--- src/rtl/mm_pkg.sv ---
// mm_pkg
// Shared types and constants for the Mastermind codebreaker.
//   code_t     : packed 4 x 2-bit code; digit 3 sits in bits [7:6] and is the
//                first digit shown to the scorer, digit 0 sits in bits [1:0].
//   score_t    : exact / partial feedback pair, 3 bits each.
//   state_t    : codebreaker FSM states.
//   NUM_DIGITS : positions per code.
//   NUM_COLORS : colours per position.
package mm_pkg;

  localparam int NUM_DIGITS = 4;
  localparam int NUM_COLORS = 4;

  typedef logic [NUM_DIGITS-1:0][1:0] code_t;

  typedef struct packed {
    logic [2:0] exact;
    logic [2:0] part;
  } score_t;

  typedef enum logic [2:0] {
    ST_IDLE,
    ST_SCAN,
    ST_PRESENT,
    ST_DONE,
    ST_FAIL
  } state_t;

endpackage

--- src/rtl/mm_score.sv ---
// mm_score
// Combinational Mastermind scorer. Scores code_a against code_b.
// Ports:
//   code_a : input  code_t  - first code (candidate)
//   code_b : input  code_t  - second code (stored guess)
//   score  : output score_t - exact = equal positions,
//                             part  = sum over colours of the smaller
//                                     occurrence count, minus exact
module mm_score
  import mm_pkg::*;
(
  input  code_t  code_a,
  input  code_t  code_b,
  output score_t score
);

  logic [2:0] exact_cnt;
  logic [2:0] total_cnt;
  logic [2:0] a_cnt;
  logic [2:0] b_cnt;

  // Count exact positional matches, then for every colour count how often it
  // appears in each code and add the smaller of the two. The colour total
  // already includes the exact hits, so they are removed to leave the
  // "right colour, wrong place" part. total >= exact always holds, so the
  // subtraction cannot underflow.
  always_comb begin
    exact_cnt = '0;
    total_cnt = '0;
    a_cnt     = '0;
    b_cnt     = '0;
    for (int d = 0; d < NUM_DIGITS; d++) begin
      if (code_a[d] == code_b[d]) begin
        exact_cnt = exact_cnt + 3'd1;
      end
    end
    for (int c = 0; c < NUM_COLORS; c++) begin
      a_cnt = '0;
      b_cnt = '0;
      for (int d = 0; d < NUM_DIGITS; d++) begin
        if (code_a[d] == 2'(c)) begin
          a_cnt = a_cnt + 3'd1;
        end
        if (code_b[d] == 2'(c)) begin
          b_cnt = b_cnt + 3'd1;
        end
      end
      total_cnt = total_cnt + ((a_cnt < b_cnt) ? a_cnt : b_cnt);
    end
    score.exact = exact_cnt;
    score.part  = total_cnt - exact_cnt;
  end

endmodule

--- src/rtl/mm_codebreaker.sv ---
// mm_codebreaker
// Automatic Mastermind codebreaker. Issues guesses to a scorer, records the
// feedback, and scans the 256-code space in ascending order for the next code
// consistent with every recorded result.
// Parameters:
//   MAX_GUESSES : history depth and number of non-winning guesses before fail
// Ports:
//   clk                    : input  - clock
//   Reset                  : input  - synchronous active-high reset
//   start                  : input  - begin a game (IDLE/DONE/FAIL only)
//   feedback_valid         : input  - scorer result valid (PRESENT only)
//   numCorrectAll     [2:0]: input  - exact-position matches
//   numCorrWrongPlace [2:0]: input  - right colour, wrong place
//   guessed*Digit     [1:0]: output - current guess, first digit = bits [7:6]
//   guess_valid            : output - guess is being presented
//   busy                   : output - SCAN or PRESENT
//   solved                 : output - DONE
//   fail                   : output - FAIL
//   guess_count            : output - non-winning guesses so far; present only
//                                     when MM_GUESS_COUNT_EN is defined
module mm_codebreaker
  import mm_pkg::*;
#(
  parameter  int MAX_GUESSES = 10,
  localparam int GCW         = $clog2(MAX_GUESSES + 1)
) (
  input  logic           clk,
  input  logic           Reset,
  input  logic           start,
  input  logic           feedback_valid,
  input  logic [2:0]     numCorrectAll,
  input  logic [2:0]     numCorrWrongPlace,
  output logic [1:0]     guessedFirstDigit,
  output logic [1:0]     guessedSecondDigit,
  output logic [1:0]     guessedThirdDigit,
  output logic [1:0]     guessedFourthDigit,
  output logic           guess_valid,
  output logic           busy,
  output logic           solved,
  output logic           fail
`ifdef MM_GUESS_COUNT_EN
  ,
  output logic [GCW-1:0] guess_count
`endif
);

  state_t                 state;
  state_t                 state_next;

  logic [7:0]             cand;
  logic [GCW-1:0]         gcnt;
  logic [GCW-1:0]         gcnt_plus;
  code_t                  guess;

  code_t                  hist_code  [MAX_GUESSES];
  logic [2:0]             hist_exact [MAX_GUESSES];
  logic [2:0]             hist_part  [MAX_GUESSES];
  logic [MAX_GUESSES-1:0] hist_valid;

  score_t                 hist_score [MAX_GUESSES];
  logic [MAX_GUESSES-1:0] entry_ok;
  logic                   consistent;

  logic                   load_guess;
  logic                   cand_clear;
  logic                   cand_inc;
  logic                   cand_resume;
  logic                   hist_clear;
  logic                   hist_write;

  assign gcnt_plus = gcnt + GCW'(1);

  // One scorer per history slot so a candidate is checked against the whole
  // history in a single cycle. Empty slots never veto a candidate.
  for (genvar i = 0; i < MAX_GUESSES; i++) begin : g_hist
    mm_score u_score (
      .code_a (code_t'(cand)),
      .code_b (hist_code[i]),
      .score  (hist_score[i])
    );
    assign entry_ok[i] = !hist_valid[i] ||
                         ((hist_score[i].exact == hist_exact[i]) &&
                          (hist_score[i].part  == hist_part[i]));
  end

  assign consistent = &entry_ok;

  // State register. Reset wins over everything else in the same cycle.
  always_ff @(posedge clk) begin
    if (Reset) begin
      state <= ST_IDLE;
    end else begin
      state <= state_next;
    end
  end

  // Next-state decode plus the datapath strobes and status outputs.
  // SCAN never wraps: an inconsistent 8'hFF means no code fits the history.
  // After a non-winning guess the scan resumes just past that guess, since
  // every lower code was already rejected by part of the same history.
  always_comb begin
    state_next  = state;
    load_guess  = 1'b0;
    cand_clear  = 1'b0;
    cand_inc    = 1'b0;
    cand_resume = 1'b0;
    hist_clear  = 1'b0;
    hist_write  = 1'b0;
    guess_valid = 1'b0;
    busy        = 1'b0;
    solved      = 1'b0;
    fail        = 1'b0;
    unique case (state)
      ST_IDLE, ST_DONE, ST_FAIL: begin
        solved = (state == ST_DONE);
        fail   = (state == ST_FAIL);
        if (start) begin
          state_next = ST_SCAN;
          cand_clear = 1'b1;
          hist_clear = 1'b1;
        end
      end
      ST_SCAN: begin
        busy = 1'b1;
        if (consistent) begin
          load_guess = 1'b1;
          state_next = ST_PRESENT;
        end else if (cand == 8'hFF) begin
          state_next = ST_FAIL;
        end else begin
          cand_inc = 1'b1;
        end
      end
      ST_PRESENT: begin
        busy        = 1'b1;
        guess_valid = 1'b1;
        if (feedback_valid) begin
          if (numCorrectAll == 3'd4) begin
            state_next = ST_DONE;
          end else begin
            hist_write = 1'b1;
            if (gcnt_plus == GCW'(MAX_GUESSES)) begin
              state_next = ST_FAIL;
            end else if (guess == code_t'(8'hFF)) begin
              state_next = ST_FAIL;
            end else begin
              cand_resume = 1'b1;
              state_next  = ST_SCAN;
            end
          end
        end
      end
      default: begin
        state_next = ST_IDLE;
      end
    endcase
  end

  // Candidate counter, guess register, guess count and history valid bits.
  // The guess register is never touched outside SCAN, so DONE and FAIL keep
  // showing the last guess.
  always_ff @(posedge clk) begin
    if (Reset) begin
      cand       <= '0;
      gcnt       <= '0;
      guess      <= '0;
      hist_valid <= '0;
    end else begin
      if (cand_clear) begin
        cand <= '0;
      end else if (cand_inc) begin
        cand <= cand + 8'd1;
      end else if (cand_resume) begin
        cand <= guess + 8'd1;
      end

      if (load_guess) begin
        guess <= code_t'(cand);
      end

      if (hist_clear) begin
        gcnt       <= '0;
        hist_valid <= '0;
      end else if (hist_write) begin
        gcnt <= gcnt_plus;
        for (int i = 0; i < MAX_GUESSES; i++) begin
          if (gcnt == GCW'(i)) begin
            hist_valid[i] <= 1'b1;
          end
        end
      end
    end
  end

  // History payload. It needs no reset because a slot is only looked at once
  // its valid bit has been set by a write.
  always_ff @(posedge clk) begin
    if (hist_write) begin
      for (int i = 0; i < MAX_GUESSES; i++) begin
        if (gcnt == GCW'(i)) begin
          hist_code[i]  <= guess;
          hist_exact[i] <= numCorrectAll;
          hist_part[i]  <= numCorrWrongPlace;
        end
      end
    end
  end

  assign guessedFirstDigit  = guess[3];
  assign guessedSecondDigit = guess[2];
  assign guessedThirdDigit  = guess[1];
  assign guessedFourthDigit = guess[0];

`ifdef MM_GUESS_COUNT_EN
  assign guess_count = gcnt;
`endif

endmodule

--- config.mk ---
export PLATFORM = sky130hd
export DESIGN_NAME = mm_codebreaker
export DESIGN_NICKNAME = d
export VERILOG_FILES = /design/src/rtl/mm_pkg.sv /design/src/rtl/mm_score.sv /design/src/rtl/mm_codebreaker.sv
export SDC_FILE = /design/constraint.sdc
export NUM_CORES = 1
export LEC_CHECK = 0
export ABC_AREA = 1
export CAP_MARGIN = 10
export CORE_MARGIN = 5
export CORE_UTILIZATION = 40
export DETAILED_ROUTE_END_ITERATION = 16
export GPL_ROUTABILITY_DRIVEN = 0
export SETUP_SLACK_MARGIN = 0.1
export SYNTH_ARGS = -nofsm -noshare
export SYNTH_HDL_FRONTEND = slang
export SYNTH_SLANG_ARGS = --single-unit
--- constraint.sdc ---
create_clock -name clk -period 22.2 [get_ports clk]
set_clock_uncertainty 0.1 [all_clocks]
set_input_delay 3.33 -clock clk [delete_from_list [all_inputs] [get_ports clk]]
set_output_delay 3.33 -clock clk [all_outputs]
set_load 0.03 [all_outputs]
* Word-level counts from Yosys, hierarchy flattened
Memory sizes are Yosys's and may differ from the RTL's.
Index checks and enable logic that the tools add are counted.
** Word-level totals
- Register bits :: 33
- RAM bits :: 140
- Input port bits :: 10
- Output and inout bits :: 12
- Logic and storage cells :: 992
- Memories kept :: 3
** Cells by class
- Add/subtract/negate cells :: 205
- Magnitude comparators :: 40
- Equal/unequal tests :: 212
- Mux-type cells :: 396
- Reduce and logical (&&, ||, !) cells :: 119
** Memory list
- hist_code :: depth 10, width 8, read ports 10, clocked after memory_dff 0, write ports 1, RTL line mm_codebreaker.sv:55 : code_t hist_code [MAX_GUESSES];
- hist_exact :: depth 10, width 3, read ports 10, clocked after memory_dff 0, write ports 1, RTL line mm_codebreaker.sv:56 : logic [2:0] hist_exact [MAX_GUESSES];
- hist_part :: depth 10, width 3, read ports 10, clocked after memory_dff 0, write ports 1, RTL line mm_codebreaker.sv:57 : logic [2:0] hist_part [MAX_GUESSES];
** Operator list (count)
- $mux 3 :: 227
- $add 3x1->3 const B :: 112
- $eq 2x2->1 const B :: 88
- $mux 1 :: 130
- $lt 3x3->1 :: 40
- $mux 4 :: 27
- $add 1x1->2 const B :: 50
- $add 3x3->3 :: 30
- $eq 2x1->1 const B :: 44
- $logic_not 2->1 :: 44
- $mux 8 :: 11
- $eq 2x2->1 :: 40
- $reduce_or 8->1 :: 9
- $eq 3x3->1 :: 20
- $reduce_or 3->1 :: 19
- $sub 3x3->3 :: 10
- $reduce_and 2->1 :: 10
- $add 8x1->8 const B :: 2
- $eq 4x3->1 const B :: 4
- $eq 8x8->1 const B :: 2
- $eq 4x4->1 const B :: 3
- $logic_and 1x1->1 :: 10
- $logic_not 1->1 :: 10
- $logic_or 1x1->1 :: 10
- other kinds (15) :: 20

* Longest topological paths before layout
Gate-level depths: netlist (run 1).
An unclocked memory read counts as a cell.
- Depth in word-level cells :: 22
- Depth in mapped cells :: 53
- Mapped depth without buffers :: 52

* Modules after synthesis
A second synthesis (run 1) with hierarchy kept.
** Unflattened totals
- Cell total of the unflattened synthesis :: 4203
- Area, all modules :: 27450.1 um^2
** Modules (own cells, without submodules)
- mm_score (g_hist[0].u_score ...) :: instances 5, cells each 356, area each 2030.7 um^2, sequential area each 0.0 um^2
- mm_codebreaker :: instances 1, cells each 650, area each 7079.3 um^2, sequential area each 4864.7 um^2
- mm_score (g_hist[6].u_score ...) :: instances 3, cells each 354, area each 2035.7 um^2, sequential area each 0.0 um^2
- mm_score (g_hist[9].u_score) :: instances 1, cells each 357, area each 2070.7 um^2, sequential area each 0.0 um^2
- mm_score (g_hist[5].u_score) :: instances 1, cells each 354, area each 2039.5 um^2, sequential area each 0.0 um^2

* Worst setup path after synthesis (run 1)
Ideal clock, no wire load.
- Path kind :: flip-flop to flip-flop
- Start :: reg cand[2]
- End :: reg cand[4]
- Setup time :: 0.110 ns
- Arrival time :: 7.256 ns
- Data required time :: 21.990 ns
- Path slack :: 14.733 ns
- Cell stages (with the launch flop) :: 50
- Clock period less this slack :: 7.467 ns
- Cells stage by stage :: dfxtp_1 -> clkbuf_1 -> clkbuf_1 -> nor2_1 -> ha_1 -> xnor2_1 -> ha_1 -> inv_1 -> nor2_1 -> nand2_1 -> nand2_2 -> inv_2 -> ha_1 -> a21o_1 -> a31o_2 -> nor2_1 -> a21oi_1 -> fa_1 -> [14 not listed] -> nand2_1 -> nand2_1 -> nand3_1 -> nand2_1 -> nand2_1 -> nor2_4 -> nand2_4 -> nand3_4 -> buf_12 -> nand2_1 -> o21ai_2 -> inv_1 -> ha_1 -> and2_1 -> nand3b_1 -> nand3_1 -> nand3_1 -> inv_1
** On the way
- Longest elaborated chain between the ends :: 19
- Elaborated cells between the ends (all ways) :: 252
- Classes of those cells :: add/sub (69); order compare (40); eq/ne (34); mux (86); reduce/logical (23)
** Ends and longest elaborated chain
- start: declaration :: RTL line mm_codebreaker.sv:50 : logic [7:0] cand;
- start signal: assignment :: RTL line mm_codebreaker.sv:172 : cand <= cand + 8'd1;
- start signal: assignment :: RTL line mm_codebreaker.sv:174 : cand <= guess + 8'd1;
- $eq 2x1->1 or $logic_not 2->1 (tied branches) :: RTL line mm_score.sv:41 : if (code_a[d] == 2'(c)) begin
- $mux 3 :: RTL line mm_score.sv:41
- $add 3x1->3 :: RTL line mm_score.sv:42 : a_cnt = a_cnt + 3'd1;
- $mux 3 :: RTL line mm_score.sv:41
- $add 3x1->3 :: RTL line mm_score.sv:42
- $mux 3 :: RTL line mm_score.sv:41
- $lt 3x3->1 :: RTL line mm_score.sv:48 : total_cnt = total_cnt + ((a_cnt < b_cnt) ? a_cnt : b_cnt);
- $mux 3 :: RTL line mm_score.sv:48
- $add 3x3->3 (3 in series) :: RTL line mm_score.sv:48
- $sub 3x3->3 :: RTL line mm_score.sv:51 : score.part = total_cnt - exact_cnt;
- $eq 3x3->1 :: RTL line mm_codebreaker.sv:83 : (hist_score[i].part == hist_part[i]));
- $logic_and 1x1->1 :: RTL line mm_codebreaker.sv:82 : ((hist_score[i].exact == hist_exact[i]) &&
- $logic_or 1x1->1 :: RTL line mm_codebreaker.sv:81 : assign entry_ok[i] = !hist_valid[i] ||
- $reduce_and 10->1 :: RTL line mm_codebreaker.sv:86 : assign consistent = &entry_ok;
- $mux 1 :: RTL line mm_codebreaker.sv:125 : if (consistent) begin
- $mux 1 :: RTL line mm_codebreaker.sv:113 : unique case (state)
- $mux 8 or $reduce_bool 2->1 (tied branches)
Parallel ways exist; a longest one is shown, timed or not.
A chain may end at the register's enable or synchronous reset.

* Final worst setup path (run 1)
- Start :: reg cand[3]
- End :: reg cand[4]
Same word-level chain as after synthesis.

==> out/metrics.cfg, run 1 <==
[synthesis]
synth_xor_area_share_pct = 8.29
synth_seq_cells = 173
synth_top_cell_by_area = edfxtp_1
avgSynthCellArea_sq_um = 7.03
synthFlopType = edfxtp_1
synthSimpleGateAreaFrac_pct = 30.8
synth_common_cells = 936 x nand2_1, 498 x inv_1, 282 x ha_1
yosys-top-cells-area = edfxtp_1 19%, ha_1 16%, nand2_1 16%
syn_inst = 3082
synth.most_common_cell = nand2_1
syn-num-nets = 3414
synth_cell_type_count = 51
synth_seq_area_share_pct = 22.5
synthAdderAreaFrac_pct = 20.0
synthMuxAreaShare_pct = 3.10
yosys.area.top_type_share_pct = 19.4
synth_edf_count = 140
synth_compound_area_share_pct = 5.43
syn-cell-area_sq_mm = 0.0217
ys.warnings.count = 0
synth_top_family_by_area = simple AND/OR/NAND/NOR gates
async_flop_share_pct = 0

[grt]
antenna_found_initial = 3
track_usage_pct = 21.2
grt_start_max_net_pins = 21
grt_first_pass_wirelength_microns = 96500
grt_pass1_vias = 17300
grt.overflow.total = 0

[clocking]
cts_buffer_depth = 2
path_clk_slew_ns = 0.07
post_cts_buffers = 0
cts_made_buffers = 17
clock_sinks = 173
cts_resized = 0
clk_latency_ns = 0.47
cts_tree = done
cts_hold_buffers = 0
h-tree-depth = 4
clock-root-buffer = clkbuf_16

[critical_path]
startpoint_type = flop
critPathArrivalTime_ns = 8.93
path_class = reg2reg
slowest_delay_ns = 0.55
critical_path_required_ns = 22.46
crit_path_end_kind = flop
crit_fanout = 17
slowest_stage = fa_1
cp_common_cell = nand2_1

[outcome]
outcome = finished, final reports clean

[placed_design]
portBuffers = 21
dpl.hpwl_microns = 46600
dp_cells = 3801

[sta]
setup_viol = 0
slew_viol_final = 0
hold_viol_final = 0
max_freq_mhz = 115
fin_crit_sh_pct = 39.0
maxSlewHeadroom_pct = 27.5
tns_ns = 0
tightest_slew_ns = 1.08
rsz0062_at_grt = no
finalCriticalPeriod_ns = 8.67

[routing]
vias = 19000
route.detailed.drc = 0
drt_wl_total_microns = 63600
drtIter0Drc = 1447
drtAntennaViolNets = 0
detail_route.wl_per_cell_microns = 16.6
drt_first_pass_iters = 6
viasPerCell = 4.95

[power]
worst_ir_drop_vdd_mv = 0.0766
cellPowerDensity_mw_per_mm2 = 107
p_leak_nw = 12.1

[floorplanning]
die_w_microns = 243
core_area_sq_mm = 0.0537
die_h_microns = 243
core.rowCount = 85
start_util_pct = 40.3
die_area_sq_mm = 0.0589
io_pins = 22

[final_layout]
nNetsFinal = 3456
fillers = 5504
areaGrowthSynthToFinish_pct = 8.27
fin_cells = 3835
drive_above_1_share_pct = 5.51

[job]
drv_cap = 0

[hold_path]
hp-class = reg2reg

[routing by layer]
metal,track usage (%),up-vias,wire length (microns)
met4,7.68,0,1980
met3,2.31,77,4000
met2,33.7,474,27800
met5,0,-,0
met1,29.9,8559,29800
li1,-,9876,-
[final timing paths]
kind | start | end | slack [ns] | depth (start not counted)
min reg2reg | hist_valid[2] | hist_valid[2] | 0.37 | 2
min | hist_valid[2] | hist_valid[2] | 0.37 | 2
max | cand[3] | cand[4] | 13.53 | 44
max reg2reg | cand[3] | cand[4] | 13.53 | 44
[critical path, delay by kind of cell, from the launching register on]
| kind | cells | cell delay [ns] |
|---|---|---|
| AOI/OAI and AO/OA | 4 | 1.07 |
| DFF | 1 | 0.31 |
| xor gates and xnor gates | 2 | 0.41 |
| adders and majority gates | 8 | 2.87 |
| buffers and inverters | 8 | 1.10 |
| and+or+nand+nor | 22 | 2.70 |
[metrics by stage]
step,setup slack [ns],util [%],hold slack [ns],power (W),cell area (sq um)
after CTS,13.59,43.7,0.378,0.00252,23500
final,13.53,43.7,0.372,0.00251,23500
after global placement,13.75,42.6,0.349,0.00218,22900
after floorplan,14.73,-,0.340,0.00176,21700
after global routing,12.82,43.7,0.395,0.00280,23500
after detailed placement,13.62,42.6,0.361,0.00220,22900
[cell type report]
| type | count | area, sq um | share of cell area, % |
|---|---|---|---|
| antenna | 2 | 5.00 | 0.0213 |
| tap | 696 | 871 | 3.71 |
| sequential | 173 | 4870 | 20.7 |
| clock buffer | 18 | 450 | 1.92 |
| clock inverter | 14 | 126 | 0.539 |
| multi-input combinational | 2363 | 14700 | 62.8 |
| inverter | 510 | 1920 | 8.18 |
| timing repair buffer | 59 | 495 | 2.11 |
[where the power goes]
group	switching, W	total (W)	leakage [nW]	internal, W
registers	0.0000184	0.000387	1.55	0.000369
clock network	0.000149	0.000312	0.288	0.000163
logic	0.00112	0.00181	10.3	0.000692
[layout by cell type (no fill, tap or decap), types with 21 or more instances in the layout]
cell / netlist / final
nand3b_1: 37 / 37
nand4_1: 34 / 34
edfxtp_1: 140 / 140
mux2i_1: 67 / 67
nand3_1: 217 / 217
nand2_1: 936 / 936
ha_1: 282 / 282
fa_1: 40 / 40
nor2_1: 249 / 249
o21ai_0: 102 / 102
xor2_1: 97 / 95
nand2_2: 24 / 24
a21oi_1: 76 / 76
xnor2_1: 78 / 78
dfxtp_1: 33 / 31
inv_1: 498 / 498
clkdlybuf4s50_1: 0 / 21
and3_1: 22 / 22
buf_4: 1 / 38
[state kept, by name, indices dropped and copies added, names as in the netlist, 3 cells and up]
signal	flops
hist_code	80
hist_exact	30
hist_part	30
hist_valid	10
cand	8
gcnt	4
state	3
[kinds of logic after synthesis]
logic type | Yosys count
AOI/OAI and AO/OA | 217
xor gates and xnor gates | 189
adders and majority gates | 322
buffers and inverters | 546
DFF | 173
muxes | 67
and+or+nand+nor | 1568
Power figures use the tool's default switching activity.
==> run 2, diff against run 1 <==
Clock period 22.2 ns to 7.32 ns, I/O delays scaled along.
==> out/metrics.cfg, run 2 (synthesis results as in run 1) <==
[final_layout]
largest_reg_flops = 80
regArea_sq_mm = 0.00488
drive_above_1_share_pct = 14.2
fillers = 5365
most-common-layout-cells = 912 x nand2_1, 491 x inv_1, 256 x ha_1, 221 x nor2_1, 211 x nand3_1
multi_input_area_sq_mm = 0.0156
regMostFlops = hist_code
nNetsFinal = 3587
largest_registers = hist_code: 80 flops, hist_exact: 30 flops, hist_part: 30 flops
post-route-util_pct = 47.2
areaGrowthSynthToFinish_pct = 17.1
final_common_cell = nand2_1

[routing]
met2_wirelength_microns = 29500
met3_length_microns = 5010
met1Wirelength_microns = 31400
detail_route.wl_per_cell_microns = 17.2
drtAntennaViolNets = 0
route.detailed.drc = 0
routed.top_layer = met4
drt_first_pass_iters = 5
vias = 19800
drt_wl_total_microns = 68100
drtIter0Drc = 1528
viasPerCell = 5.00

[power]
p_leak_nw = 12.9
cellPowerDensity_mw_per_mm2 = 317
worst_ir_drop_vdd_mv = 0.216

[clocking]
path_clk_slew_ns = 0.07
cts_tree = done
clock-root-buffer = clkbuf_16
clock_sinks = 173
cts_hold_buffers = 0
clk_latency_ns = 0.47
cts_made_buffers = 17
cts_buffer_depth = 2
h-tree-depth = 4

[placed_design]
portBuffers = 21
preCtsSetupSlack_ns = -0.0354
dpl.hpwl_microns = 49100

[sta]
maxSlewHeadroom_pct = 18.5
tns_ns = 0
finalCriticalPeriod_ns = 6.85
fin_crit_sh_pct = 93.6
hold_viol_final = 0
tightest_slew_ns = 1.22
max_freq_mhz = 146
rsz0062_at_grt = no
setup_viol = 0
setup_ws_ns = 0.472
hold_slack_ns = 0.367
slew_viol_final = 0

[critical_path]
crit_fanout = 8
critPathArrivalTime_ns = 7.10
slowest_stage = fa_1
slowest_delay_ns = 0.54
path_class = reg2reg
cp_common_cell = nand2_1
startpoint_type = flop
critical_path_required_ns = 7.58
crit_path_end_kind = flop

[floorplanning]
die_h_microns = 243
io_pins = 22
start_util_pct = 40.3
die_w_microns = 243
die_area_sq_mm = 0.0589
core.rowCount = 85
core_area_sq_mm = 0.0537

[grt]
track_usage_pct = 22.0
grt_first_pass_wirelength_microns = 99700
grt.overflow.total = 0
grt_start_max_net_pins = 21
grt_pass1_vias = 17500
antenna_found_initial = 7

[outcome]
outcome = finished, final reports clean

[hold_path]
hp-class = reg2reg

[job]
drv_cap = 0

run 2: cell count changes in the layout (fill, tap and decap cells not counted), sizes merged:
cell and change:
buf +129, bufinv -1, clkbuf +4, clkinv +2
clkinvlp +3, diode -1, inv -6
run 2: metrics by stage:
stage,cells,area [sq um],power (W)
after detailed placement,3848,23300,0.00676
after global placement,3848,23300,0.00668
final,3965,25400,0.00804
after floorplan,3082,21700,0.00533
after global routing,3964,25400,0.00891
after CTS,3882,23900,0.00769
run 2: layout make-up:
| class | count | share of cell area [%] |
|---|---|---|
| Tap cell | 696 | 3.43 |
| Timing Repair inverter | 1 | 0.0247 |
| Clock inverter | 11 | 0.340 |
| Inverter | 510 | 7.65 |
| Multi-Input combinational cell | 2363 | 61.3 |
| Clock buffer | 21 | 1.82 |
| Sequential cell | 173 | 19.2 |
| Timing Repair Buffer | 189 | 6.17 |
| Antenna cell | 1 | 0.00987 |
run 2: worst paths after layout:
path / startpoint / endpoint / slack [ns] / depth (start not counted)
min reg2reg: hist_valid[0] / hist_valid[0] / 0.37 / 2
min: hist_valid[0] / hist_valid[0] / 0.37 / 2
max reg2reg: cand[2] / cand[4] / 0.47 / 43
max: cand[2] / cand[4] / 0.47 / 43
run 2: critical path: cells and delay by family (launching register included):
family / cells / cell delay, ns
flip-flops: 1 / 0.39
AND/OR/NAND/NOR: 22 / 1.95
XOR/XNOR: 2 / 0.31
AO/OA/AOI/OAI: 5 / 0.72
adder cells (fa/ha/maj): 8 / 2.76
buffers and inverters: 6 / 0.52
run 2: per-layer routing:
metal  up-vias  track usage [%]
li1      10200                -
met1      9016             31.5
met2       561             34.7
met3       100             2.99
met4         0             6.43
met5         -                0
run 2: what timing repair did:
item                                    4_1_cts  5_1_grt
cloned                                        0        2
pin swaps                                     0       69
endpoints found under the setup margin        3       19
setup buffers                                 2       80
gates resized for setup                      10      219
run 2: where the power goes:
| group | switching [W] | total (W) | internal, W | leakage, nW |
|---|---|---|---|---|
| clock network | 0.000435 | 0.000891 | 0.000456 | 0.264 |
| registers | 0.0000366 | 0.00116 | 0.00112 | 1.55 |
| logic | 0.00360 | 0.00599 | 0.00239 | 11.1 |
| total | 0.00407 | 0.00804 | 0.00397 | 12.9 |
==> run 3, diff against run 2 <==
Settings changed: PLACE_DENSITY set to 0.56.
==> out/metrics.cfg, run 3 (synthesis results as in run 1) <==
[sta]
hold_viol_final = 0
tightest_slew_ns = 1.11
slew_viol_final = 0
fin_crit_sh_pct = 94.4
maxSlewHeadroom_pct = 25.5
setup_viol = 0
max_freq_mhz = 145
hold_slack_ns = 0.379
finalCriticalPeriod_ns = 6.91
setup_ws_ns = 0.412

[critical_path]
crit_fanout = 7
critPathCapture = cand[2]
critical_path_required_ns = 7.68
cp_common_cell = nand2_1
slowest_delay_ns = 0.55
crit_path_end_kind = flop
worst_setup_path_startpoint = hist_code[7][2]
r2r_cells = 42
r2r-start = hist_code[7][2]
critPathArrivalTime_ns = 7.26
cp_top_family = adder cells
slowest_stage = fa_1
cp_num_buf_inv = 7
path_depth = 42
startpoint_type = flop
path_class = reg2reg
rrSetupSlack_ns = 0.41
r2r-end = cand[2]

[outcome]
outcome = finished, final reports clean

[clocking]
cts_hold_buffers = 0
clock_sinks = 173
h-tree-depth = 4
clock-root-buffer = clkbuf_16
clk_latency_ns = 0.51
cts_made_buffers = 17
cts_buffer_depth = 2
cts_tree = done
path_clk_slew_ns = 0.08

[final_layout]
largest_reg_flops = 80
fillers = 5187
nNetsFinal = 3593
fin_cells = 3971
most-common-layout-cells = 915 x nand2_1, 493 x inv_1, 260 x ha_1, 219 x nor2_1, 214 x nand3_1
regMostFlops = hist_code
drive_above_1_share_pct = 14.3
final_common_cell = nand2_1
areaGrowthSynthToFinish_pct = 17.1
largest_registers = hist_code: 80 flops, hist_exact: 30 flops, hist_part: 30 flops

[grt]
grt_pass1_vias = 18600
grt_first_pass_wirelength_microns = 107000
grt.overflow.total = 0
antenna_found_initial = 3
grt_start_max_net_pins = 17
track_usage_pct = 23.7

[routing]
drt_wl_total_microns = 71500
drtAntennaViolNets = 0
viasPerCell = 5.16
drtIter0Drc = 1587
drt_first_pass_iters = 5
detail_route.wl_per_cell_microns = 18.0
vias = 20500
route.detailed.drc = 0

[floorplanning]
io_pins = 22
core.rowCount = 85
die_w_microns = 243
die_h_microns = 243
start_util_pct = 40.3
core_area_sq_mm = 0.0537
die_area_sq_mm = 0.0589

[placed_design]
dp_cells = 3859
dpl.hpwl_microns = 52600
portBuffers = 21
preCtsSetupSlack_ns = -0.0926

[power]
seqPwrFrac_pct = 14.2
intPower_w = 0.00404
combPwrFrac_pct = 73.5
worst_ir_drop_vdd_mv = 0.244
p_leak_nw = 12.9
power.share.switching_pct = 50.6
power.share.clock_pct = 12.3
power_switching_w = 0.00414
cellPowerDensity_mw_per_mm2 = 322

[hold_path]
hp-class = reg2reg

[job]
drv_cap = 0

==> run 3: cell types whose count changed in the layout (fill, tap and decap cells not counted), moves of 3 or more <==
| cell | delta |
|---|---|
| a21oi_2 | +6 |
| buf_4 | +6 |
| buf_6 | +5 |
| o21ai_2 | +5 |
| a21oi_1 | -4 |
| clkinvlp_4 | -4 |
| ha_1 | +4 |
| ha_4 | -4 |
| nor2_2 | +4 |
| o21ai_1 | -4 |
| bufinv_16 | +3 |
| nand2_1 | +3 |
| nand3_1 | +3 |
| nand3_2 | -3 |
==> run 3: metrics by stage <==
stage	total power [W]	setup TNS [ns]	area (sq um)	utilization, %
after floorplan	0.00533	0	21700	-
after global routing	0.00905	-0.0400	25400	47.2
after detailed placement	0.00681	-0.260	23300	43.4
final	0.00817	0	25400	47.2
after CTS	0.00786	0	24000	44.6
after global placement	0.00664	0	23300	43.4
==> run 3: worst min path at each step <==
| stage | slack, ns | cells past startpoint | start | endpoint |
|---|---|---|---|---|
| floorplan | 0.34 | 2 | hist_valid[0] | hist_valid[0] |
| global placement | 0.35 | 2 | hist_valid[0] | hist_valid[0] |
| detailed placement | 0.36 | 2 | hist_valid[5] | hist_valid[5] |
| CTS | 0.38 | 2 | hist_valid[5] | hist_valid[5] |
| global route | 0.40 | 2 | hist_valid[5] | hist_valid[5] |
| finish | 0.38 | 2 | hist_valid[2] | hist_valid[2] |
==> run 3: timing repair <==
action,4_1_cts,5_1_grt
setup buffers,0,79
setup endpoints to repair,7,19
gates resized for setup,11,220
endpoints found under the hold margin,0,0
pin swaps,0,74
==> run 3: layout make-up <==
type | count | area (sq um) | area share, %
multi-input cells | 2363 | 15500 | 61.0
flip-flops and latches | 173 | 4880 | 19.2
inverters | 510 | 1930 | 7.60
repair buffers | 196 | 1590 | 6.27
well taps | 696 | 871 | 3.43
clock buffers | 17 | 425 | 1.68
clock inverters | 15 | 190 | 0.750
diodes | 1 | 2.50 | 0.00987
==> run 3: per-layer routing <==
metal,share of wire (%),global-route usage [%]
met1,44,31.7
met2,45,38.5
met3,6.9,4.08
met4,3.7,8.48
met5,0,0
==> run 3: tightest hold or removal path: cells and delay by family (launching register included) <==
kind	cells	cell delay, ns
simple gates	2	0.12
flops	1	0.33
==> run 3: power groups by stage <==
| stage | sequential, W | combinational (W) | clock [W] |
|---|---|---|---|
| floorplan | 0.00119 | 0.00414 | 0 |
| global placement | 0.00118 | 0.00546 | 0 |
| detailed placement | 0.00118 | 0.00563 | 0 |
| CTS | 0.00116 | 0.00567 | 0.00104 |
| global route | 0.00116 | 0.00681 | 0.00107 |
| finish | 0.00116 | 0.00601 | 0.00101 |
